## src/rtl/pc_call_stack.sv

```systemverilog
// Next-PC unit: sequential / NZP-conditional branch / CALL / RET selection, with an NZP flag register.
// Define PC_CALL_STACK_EN to build the return-address stack; without it CALL is a plain jump and RET is sequential.
module pc_call_stack #(
  parameter int DATA_MEM_DATA_BITS    = 8,
  parameter int PROGRAM_MEM_ADDR_BITS = 8,
  parameter int STACK_DEPTH           = 4
) (
  input  logic                               clk,
  input  logic                               reset,
  input  logic                               enable,
  input  logic [2:0]                         core_state,
  input  logic [2:0]                         decoded_nzp,
  input  logic [DATA_MEM_DATA_BITS-1:0]      decoded_immediate,
  input  logic                               decoded_nzp_write_enable,
  input  logic [1:0]                         decoded_pc_mux,
  input  logic [DATA_MEM_DATA_BITS-1:0]      alu_out,
  input  logic [PROGRAM_MEM_ADDR_BITS-1:0]   current_pc,
  output logic [PROGRAM_MEM_ADDR_BITS-1:0]   next_pc,
  output logic [$clog2(STACK_DEPTH+1)-1:0]   stack_depth,
  output logic                               stack_overflow,
  output logic                               stack_underflow
);
  localparam int         AW            = PROGRAM_MEM_ADDR_BITS;
  localparam int         DEPTH_BITS    = $clog2(STACK_DEPTH + 1);
  localparam logic [2:0] STATE_EXECUTE = 3'b101;
  localparam logic [2:0] STATE_UPDATE  = 3'b110;

  typedef enum logic [1:0] {
    MUX_SEQ    = 2'b00,
    MUX_BRANCH = 2'b01,
    MUX_CALL   = 2'b10,
    MUX_RET    = 2'b11
  } pc_mux_e;

  pc_mux_e       pc_mux;
  logic [AW-1:0] seq_pc, target_pc;
  logic [AW-1:0] next_pc_q, next_pc_d;
  logic [2:0]    nzp_q, nzp_d;
  logic          do_execute, do_update;

  assign pc_mux     = pc_mux_e'(decoded_pc_mux);
  assign do_execute = enable && (core_state == STATE_EXECUTE);
  assign do_update  = enable && (core_state == STATE_UPDATE) && decoded_nzp_write_enable;
  assign seq_pc     = current_pc + AW'(1);
  // Size cast zero-extends a narrow immediate and truncates a wide one.
  assign target_pc  = AW'(decoded_immediate);

`ifdef PC_CALL_STACK_EN
  localparam int                    IDX_BITS = (STACK_DEPTH > 1) ? $clog2(STACK_DEPTH) : 1;
  localparam logic [DEPTH_BITS-1:0] FULL     = DEPTH_BITS'(STACK_DEPTH);

  logic [AW-1:0]         stack_q [STACK_DEPTH];
  logic [DEPTH_BITS-1:0] depth_q, depth_d;
  logic                  ovf_q, ovf_d, unf_q, unf_d;
  logic                  push;
  logic [IDX_BITS-1:0]   push_idx, top_idx;

  assign push_idx = IDX_BITS'(depth_q);
  assign top_idx  = IDX_BITS'(depth_q - DEPTH_BITS'(1));
`endif

  always_comb begin
    // NOTE: every signal written here gets its hold value first, so no path through the block can infer a latch.
    next_pc_d = next_pc_q;
    nzp_d     = nzp_q;
`ifdef PC_CALL_STACK_EN
    depth_d   = depth_q;
    ovf_d     = ovf_q;
    unf_d     = unf_q;
    push      = 1'b0;
`endif
    if (do_execute) begin
      unique case (pc_mux)
        MUX_SEQ:    next_pc_d = seq_pc;
        MUX_BRANCH: next_pc_d = ((nzp_q & decoded_nzp) != 3'b000) ? target_pc : seq_pc;
`ifdef PC_CALL_STACK_EN
        MUX_CALL: begin
          if (depth_q != FULL) begin
            push      = 1'b1;
            depth_d   = depth_q + DEPTH_BITS'(1);
            next_pc_d = target_pc;
          end else begin
            next_pc_d = seq_pc;
            ovf_d     = 1'b1;
          end
        end
        MUX_RET: begin
          if (depth_q != '0) begin
            next_pc_d = stack_q[top_idx];
            depth_d   = depth_q - DEPTH_BITS'(1);
          end else begin
            next_pc_d = seq_pc;
            unf_d     = 1'b1;
          end
        end
`else
        MUX_CALL:   next_pc_d = target_pc;
        MUX_RET:    next_pc_d = seq_pc;
`endif
        default:    next_pc_d = next_pc_q;
      endcase
    end
    // UPDATE and EXECUTE are distinct phases, so a branch always sees the previously registered NZP.
    if (do_update) nzp_d = alu_out[2:0];
  end

  // NOTE: state registers use non-blocking assignments so every flop samples pre-edge values.
  always_ff @(posedge clk) begin
    if (reset) begin
      next_pc_q <= '0;
      nzp_q     <= '0;
    end else begin
      next_pc_q <= next_pc_d;
      nzp_q     <= nzp_d;
    end
  end

`ifdef PC_CALL_STACK_EN
  always_ff @(posedge clk) begin
    if (reset) begin
      depth_q <= '0;
      ovf_q   <= 1'b0;
      unf_q   <= 1'b0;
    end else begin
      depth_q <= depth_d;
      ovf_q   <= ovf_d;
      unf_q   <= unf_d;
    end
  end

  // NOTE: the return-address storage is intentionally not reset; depth_q alone decides which entries are valid.
  always_ff @(posedge clk) begin
    if (push) stack_q[push_idx] <= seq_pc;
  end

  assign stack_depth     = depth_q;
  assign stack_overflow  = ovf_q;
  assign stack_underflow = unf_q;
`else
  assign stack_depth     = '0;
  assign stack_overflow  = 1'b0;
  assign stack_underflow = 1'b0;
`endif

  assign next_pc = next_pc_q;

endmodule
```

## config.mk

```make
export PLATFORM = sky130hd
export DESIGN_NAME = pc_call_stack
export DESIGN_NICKNAME = d
export VERILOG_FILES = /design/src/rtl/pc_call_stack.sv
export SDC_FILE = /design/constraint.sdc
export NUM_CORES = 1
export LEC_CHECK = 0
export CAP_MARGIN = 25
export CORE_UTILIZATION = 35
export CTS_CLUSTER_DIAMETER = 100
export CTS_CLUSTER_SIZE = 14
export DETAILED_ROUTE_END_ITERATION = 8
export PLACE_DENSITY = 0.82
export RECOVER_POWER = 50
export SETUP_SLACK_MARGIN = 0.4
export SYNTH_ARGS = -nofsm -noshare
export SYNTH_HDL_FRONTEND = slang
export SYNTH_SLANG_ARGS = --single-unit
```

## constraint.sdc

```tcl
create_clock -name clk -period 2 [get_ports clk]
set_input_delay 0.2 -clock clk [delete_from_list [all_inputs] [get_ports clk]]
set_output_delay 0.2 -clock clk [all_outputs]
set_load 0.02 [all_outputs]
```

==> results of run 1 <==
[per-stage QoR]
stage,std cells,utilization [%]
2_1_floorplan,110,-
3_3_place_gp,171,55.3
3_5_place_dp,171,55.3
4_1_cts,177,57.2
5_1_grt,182,59.7
6_report,182,59.7
[power groups by stage]
stage / sequential [mW] / clock (mW) / combinational [mW]
3_3_place_gp: 0.231 / 0 / 0.173
6_report: 0.226 / 0.147 / 0.190
2_1_floorplan: 0.236 / 0 / 0.0865
4_1_cts: 0.226 / 0.149 / 0.180
3_5_place_dp: 0.231 / 0 / 0.177
5_1_grt: 0.227 / 0.159 / 0.203
[Yosys cell counts, drive strengths merged, types with 2 or more instances]
cell type / count
dfxtp: 11
nand2: 11
o21ai: 11
nor2: 9
a21oi: 8
buf: 6
o211ai: 5
xnor2: 5
inv: 4
nand3: 4
clkbuf: 3
ha: 3
nor3: 3
nand2b: 2
nand3b: 2
or3: 2
[path summary, 6_finish.rpt]
kind              cells after the start                       to  slack, ns               startpoint
setup reg to reg                      6  next_pc[3]$_SDFFE_PP0P_       0.45    nzp_q[0]$_SDFFE_PP0P_
hold reg to reg                       1  next_pc[7]$_SDFFE_PP0P_       0.48  next_pc[7]$_SDFFE_PP0P_
setup / recovery                      6  next_pc[5]$_SDFFE_PP0P_       0.40            core_state[0]
hold / removal                        1  next_pc[7]$_SDFFE_PP0P_       0.48  next_pc[7]$_SDFFE_PP0P_
[cells by family after synthesis]
| group | after synthesis |
|---|---|
| mux | 1 |
| simple gates | 37 |
| compound gates | 35 |
| xor+xnor | 5 |
| flops | 11 |
| buf+inv | 13 |
| other cells | 1 |
| fa+ha+maj | 3 |
[cell type report]
type                            instances  share of cell area (%)
Clock buffer                            4                    1.99
Inverter                                4                    1.14
Multi-Input combinational cell         86                    42.0
Sequential cell                        11                    16.7
Tap cell                               28                    2.65
Timing Repair Buffer                   49                    35.5
[worst max-delay path, stage by stage]
cell	delay (ns)
clkdlybuf4s50_1	0.57
nand4b_1	0.24
nor2_1	0.31
o211ai_1	0.18
a21o_1	0.20
o211ai_1	0.08
[registers in the layout, summed over array words and instances (netlist names)]
register and flops:
next_pc 8, nzp_q 3
[what timing repair did]
| item | 4_1_cts | 5_1_grt |
|---|---|---|
| pin swaps | 0 | 4 |
| gates resized for setup | 1 | 7 |
| setup buffers | 2 | 5 |
| setup endpoints to repair | 1 | 6 |
[per-layer routing]
metal	part of all wire (%)	global-route usage, %	up-vias
met3	8.7	3.64	8
met5	0	0	-
met2	49	32.9	65
met1	39	17.4	447
li1	-	-	472
met4	2.9	9.72	0
==> metrics.md, run 1 <==
| Metric | Value |
|---|---|
| Initial antenna violation count | 0 |
| Simple-gate share of the synthesized area | 24.0% |
| Power density cells | 426 nW/um^2 |
| Critical path launch point type | input pin |
| Most frequent cells in the layout | clkdlybuf4s50_1, dfxtp_1, nand2_1, buf_4 |
| CTS Buf Count | 3 |
| Final worst path period need | 1.60 ns |
| Final Instance Area | 1320 um^2 |
| Clock share of power | 26.1% |
| Die area | 2540 um^2 |
| Compound-Gate Fraction of Synth Area | 28.7% |
| Yosys top cell area share | 26.9% |
| Synth-to-Final Area Change | 61.5% |
| Leakage | 0.520 nW |
| Largest net degree at the start of global routing | 16 |
| DRC errors left | 0 |
| Combinational Power Share | 33.7% |
| Die height | 50.4 um |
| Seq cells post-synth | 11 |
| WP data arrival | 1.78 ns |
| RSZ-0062 raised after global routing | yes |
| Max cap viols | 0 |
| Post-placement setup slack | 0.0959 ns |
| Maximum root-to-sink buffer count | 2 |
| Synth warn | 0 |
| Seq pwr share | 40.2% |
| Clock Skew | 0.00610 ns |
| Register area | 220 um^2 |
| Post-Synthesis Cells | 106 |
| Fraction of layout cells with a size suffix above 1 | 13.6% |
| Synth top area cells | dfxtp_1, o21ai_0, buf_4 |
| Nets | 194 |
| Ports | 49 |
| Final hold vios | 0 |
| Post-CTS Hold Buffers | 0 |
| Crit Path Max Fanout | 6 |
| ANT cells | 0 |
| Yosys top cell by area | dfxtp_1 |
| Vias in the first global route | 871 |
| # setup viols final | 0 |
| Status | complete, no violations |
| Total congestion overflow | 0 |
| Synth Area in Adders | 4.59% |
| Number of flops mapped to enable cells by yosys | 0 |
| Initial Utilization | 37.0% |
| WL/cell | 13.5 um |
| Clock root cell | clkbuf_4 |
| Final setup TNS | 0 ns |
| Setup ws final | 0.399 ns |
| Clock-pin slew on the worst setup and hold paths | 0.07 ns |
| First-pass GRT wire length | 3370 um |
| Worst skew pair latency | 0.26 ns |
| Int Power | 404 uW |
| Synth Flop Type | dfxtp_1 |
| IO buf count | 38 |
| Post-synthesis area per instance | 7.72 um^2 |
| Total power | 563 uW |
| Placer Congestion | 0.768 |
| Net Sw Frac | 28.3% |
| Clock Sink Count | 11 |
| Sequential-to-total area share from yosys stat | 26.9% |
| Row count | 17 |
| Main combinational cell family by area after synthesis | compound AO/OA/AOI/OAI gates |
| Post-synth ARST share | 0% |
| Final period util | 80.1% |
| DP HPWL | 1710 um |
| H-tree Lvls | 1 |
| DP Area | 1220 um^2 |
| CTS tree | built |
| Total global-route track usage | 17.4% |
| Net Sw Power | 160 uW |
| Most common cell after layout, fill and taps aside | clkdlybuf4s50_1 |
| Vias | 992 |
| Routed wire length | 2460 um |
| Drt pass-1 iters | 4 |
| Core Area | 2210 um^2 |
| CP Capture Type | flip-flop |
| Cell area after synthesis | 818 um^2 |
| Worst path required time | 2.18 ns |
| Distinct cells, synth | 35 |
| Peak supply drop | 0.308 mV |
| Antenna Nets Post-Route | 0 |
| Drt initial violations | 24 |
| Crit Path Category | input pin to flip-flop |
| Die width | 50.4 um |
| Fmax | 625 MHz |
| Vias/cell | 5.45 |
| Multi-input logic area | 556 um^2 |
| Min Hold Slack | 0.482 ns |
| XOR/XNOR Fraction of Synth Area | 5.35% |
| Fill cells | 198 |
| Mux contribution to synthesized area | 1.22% |
| HP Class | flip-flop to flip-flop |
| Max-slew violations | 0 |
Note: power is estimated with default switching activity, not from simulation.
==> run 2, diff against run 1 <==
--- a/config.mk
+++ b/config.mk
@@ -6,11 +6,11 @@
 export NUM_CORES = 1
 export LEC_CHECK = 0
 export CAP_MARGIN = 25
-export CORE_UTILIZATION = 35
+export CORE_UTILIZATION = 33
 export CTS_CLUSTER_DIAMETER = 100
 export CTS_CLUSTER_SIZE = 14
 export DETAILED_ROUTE_END_ITERATION = 8
-export PLACE_DENSITY = 0.82
+export PLACE_DENSITY = 0.81
 export RECOVER_POWER = 50
 export SETUP_SLACK_MARGIN = 0.4
 export SYNTH_ARGS = -nofsm -noshare
==> constraint.sdc (replaced) <==
create_clock -name clk -period 1.45 [get_ports clk]
set_input_delay 0.145 -clock clk [delete_from_list [all_inputs] [get_ports clk]]
set_output_delay 0.145 -clock clk [all_outputs]
set_load 0.02 [all_outputs]
==> metrics.md, run 2 (synthesized netlist as in run 1, its figures left out) <==
| Metric | Value |
|---|---|
| Vias | 990 |
| Die area | 2680 um^2 |
| Clock root cell | clkbuf_4 |
| WL/cell | 12.7 um |
| Failing checks | negative setup slack |
| Maximum root-to-sink buffer count | 2 |
| CTS Buf Count | 3 |
| DP HPWL | 1940 um |
| H-tree Lvls | 1 |
| Core Area | 2280 um^2 |
| Largest net degree at the start of global routing | 13 |
| Final Instance Area | 1420 um^2 |
| Total global-route track usage | 19.4% |
| ANT cells | 0 |
| Max cap viols | 0 |
| Power density cells | 562 nW/um^2 |
| Status | complete, but fails checks |
| Antenna Nets Post-Route | 0 |
| Leakage | 0.611 nW |
| HP Class | input pin to flip-flop |
| Clock Sink Count | 11 |
| DRC errors left | 0 |
| Final period util | 106% |
| CTS tree | built |
| Total power | 800 uW |
| Drt initial violations | 13 |
| Initial antenna violation count | 0 |
| Ports | 49 |
| Fraction of layout cells with a size suffix above 1 | 27.9% |
| Placer Congestion | 0.784 |
| Peak supply drop | 0.358 mV |
| Drt pass-1 iters | 4 |
| Synth-to-Final Area Change | 73.9% |
| Clock-pin slew on the worst setup and hold paths | 0.07 ns |
| Total congestion overflow | 0 |
| CP Capture Type | flip-flop |
| Row count | 17 |
| DP Area | 1340 um^2 |
| Final hold vios | 0 |
| IO buf count | 38 |
| RSZ-0062 raised after global routing | yes |
| WP data arrival | 1.71 ns |
| Clock Skew | 0.00214 ns |
| Crit Path Category | flip-flop to flip-flop |
| Crit Path Max Fanout | 6 |
| Nets | 205 |
| Critical path launch point type | flip-flop |
| Die height | 51.8 um |
| First-pass GRT wire length | 3950 um |
| Final worst path period need | 1.54 ns |
| Initial Utilization | 36.0% |
| Die width | 51.8 um |
| Worst skew pair latency | 0.25 ns |
| Fill cells | 207 |
| Vias in the first global route | 1,027 |
| Flip-flop count of the largest register after layout | 8 |
| Max-slew violations | 0 |
| Setup ws final | -0.0942 ns |
| Routed wire length | 2450 um |
| Most frequent cells in the layout | clkdlybuf4s50_1, buf_4, nand2_1, dfxtp_1, nor2_1 |
| Vias/cell | 5.13 |
| Worst path required time | 1.62 ns |
| Most common cell after layout, fill and taps aside | clkdlybuf4s50_1 |
| Fmax | 648 MHz |
| # setup viols final | 6 |
-- run 2: cell types whose count changed in the layout (fill, tap and decap cells not counted), sizes merged --
cell,change
clkdlybuf4s50,-7
dlymetal6s2s,+5
dlygate4sd3,-6
clkdlybuf4s15,+1
clkbuf,+7
buf,+11
-- run 2: power by group --
group	switching (mW)	leakage, nW	internal, mW
sequential	0.00319	0.0895	0.309
combinational	0.129	0.507	0.162
clock	0.0913	0.0150	0.106
-- run 2: routing by layer --
layer | wire length, um | vias to the layer above | track usage [%]
met5 | 0 | - | 0
met4 | 22 | 0 | 6.31
met3 | 184 | 4 | 4.09
met2 | 1230 | 35 | 38.5
met1 | 1010 | 454 | 19.8
li1 | - | 497 | -
-- run 2: worst max-delay path: stages, from the launching register on --
cell      delay [ns]
dfxtp_2         0.32
a222oi_1        0.37
buf_4           0.24
nand2_4         0.07
o21a_1          0.12
nand2b_4        0.14
a311oi_2        0.19
-- run 2: cell type report --
type	count	area, um^2	share of cell area [%]
timing repair buffer	60	527	37.0
sequential	11	221	15.6
clock buffer	4	26.3	1.85
inverter	4	15.0	1.06
multi-input combinational	86	598	42.0
tap	28	35.0	2.46
-- run 2: through the flow --
step / hold slack (ns) / instances / TNS, ns / worst slack (ns) / utilization (%)
2_1_floorplan: 0.281 / 110 / 0 / 0.0922 / -
3_3_place_gp: 0.444 / 186 / -1.90 / -0.261 / 58.7
3_5_place_dp: 0.449 / 186 / -2.36 / -0.331 / 58.7
4_1_cts: 0.421 / 192 / -0.226 / -0.0958 / 62.7
5_1_grt: 0.427 / 193 / -0.732 / -0.149 / 62.5
6_report: 0.385 / 193 / -0.210 / -0.0942 / 62.5
-- run 2: final timing paths --
path / from / to / slack [ns] / cells after the start
worst min-delay path: decoded_nzp_write_enable / nzp_q[1]$_SDFFE_PP0P_ / 0.39 / 4
worst min register to register: next_pc[4]$_SDFFE_PP0P_ / next_pc[4]$_SDFFE_PP0P_ / 0.45 / 2
worst max register to register: nzp_q[0]$_SDFFE_PP0P_ / next_pc[3]$_SDFFE_PP0P_ / -0.09 / 6
worst max-delay path: nzp_q[0]$_SDFFE_PP0P_ / next_pc[3]$_SDFFE_PP0P_ / -0.09 / 6
-- run 2: what timing repair did --
item,in CTS,in global routing
gates resized for setup,31,20
endpoints found under the setup margin,16,18
buffers inserted,2,1
hold buffers,0,0
gates cloned,0,0
pin swaps,6,9
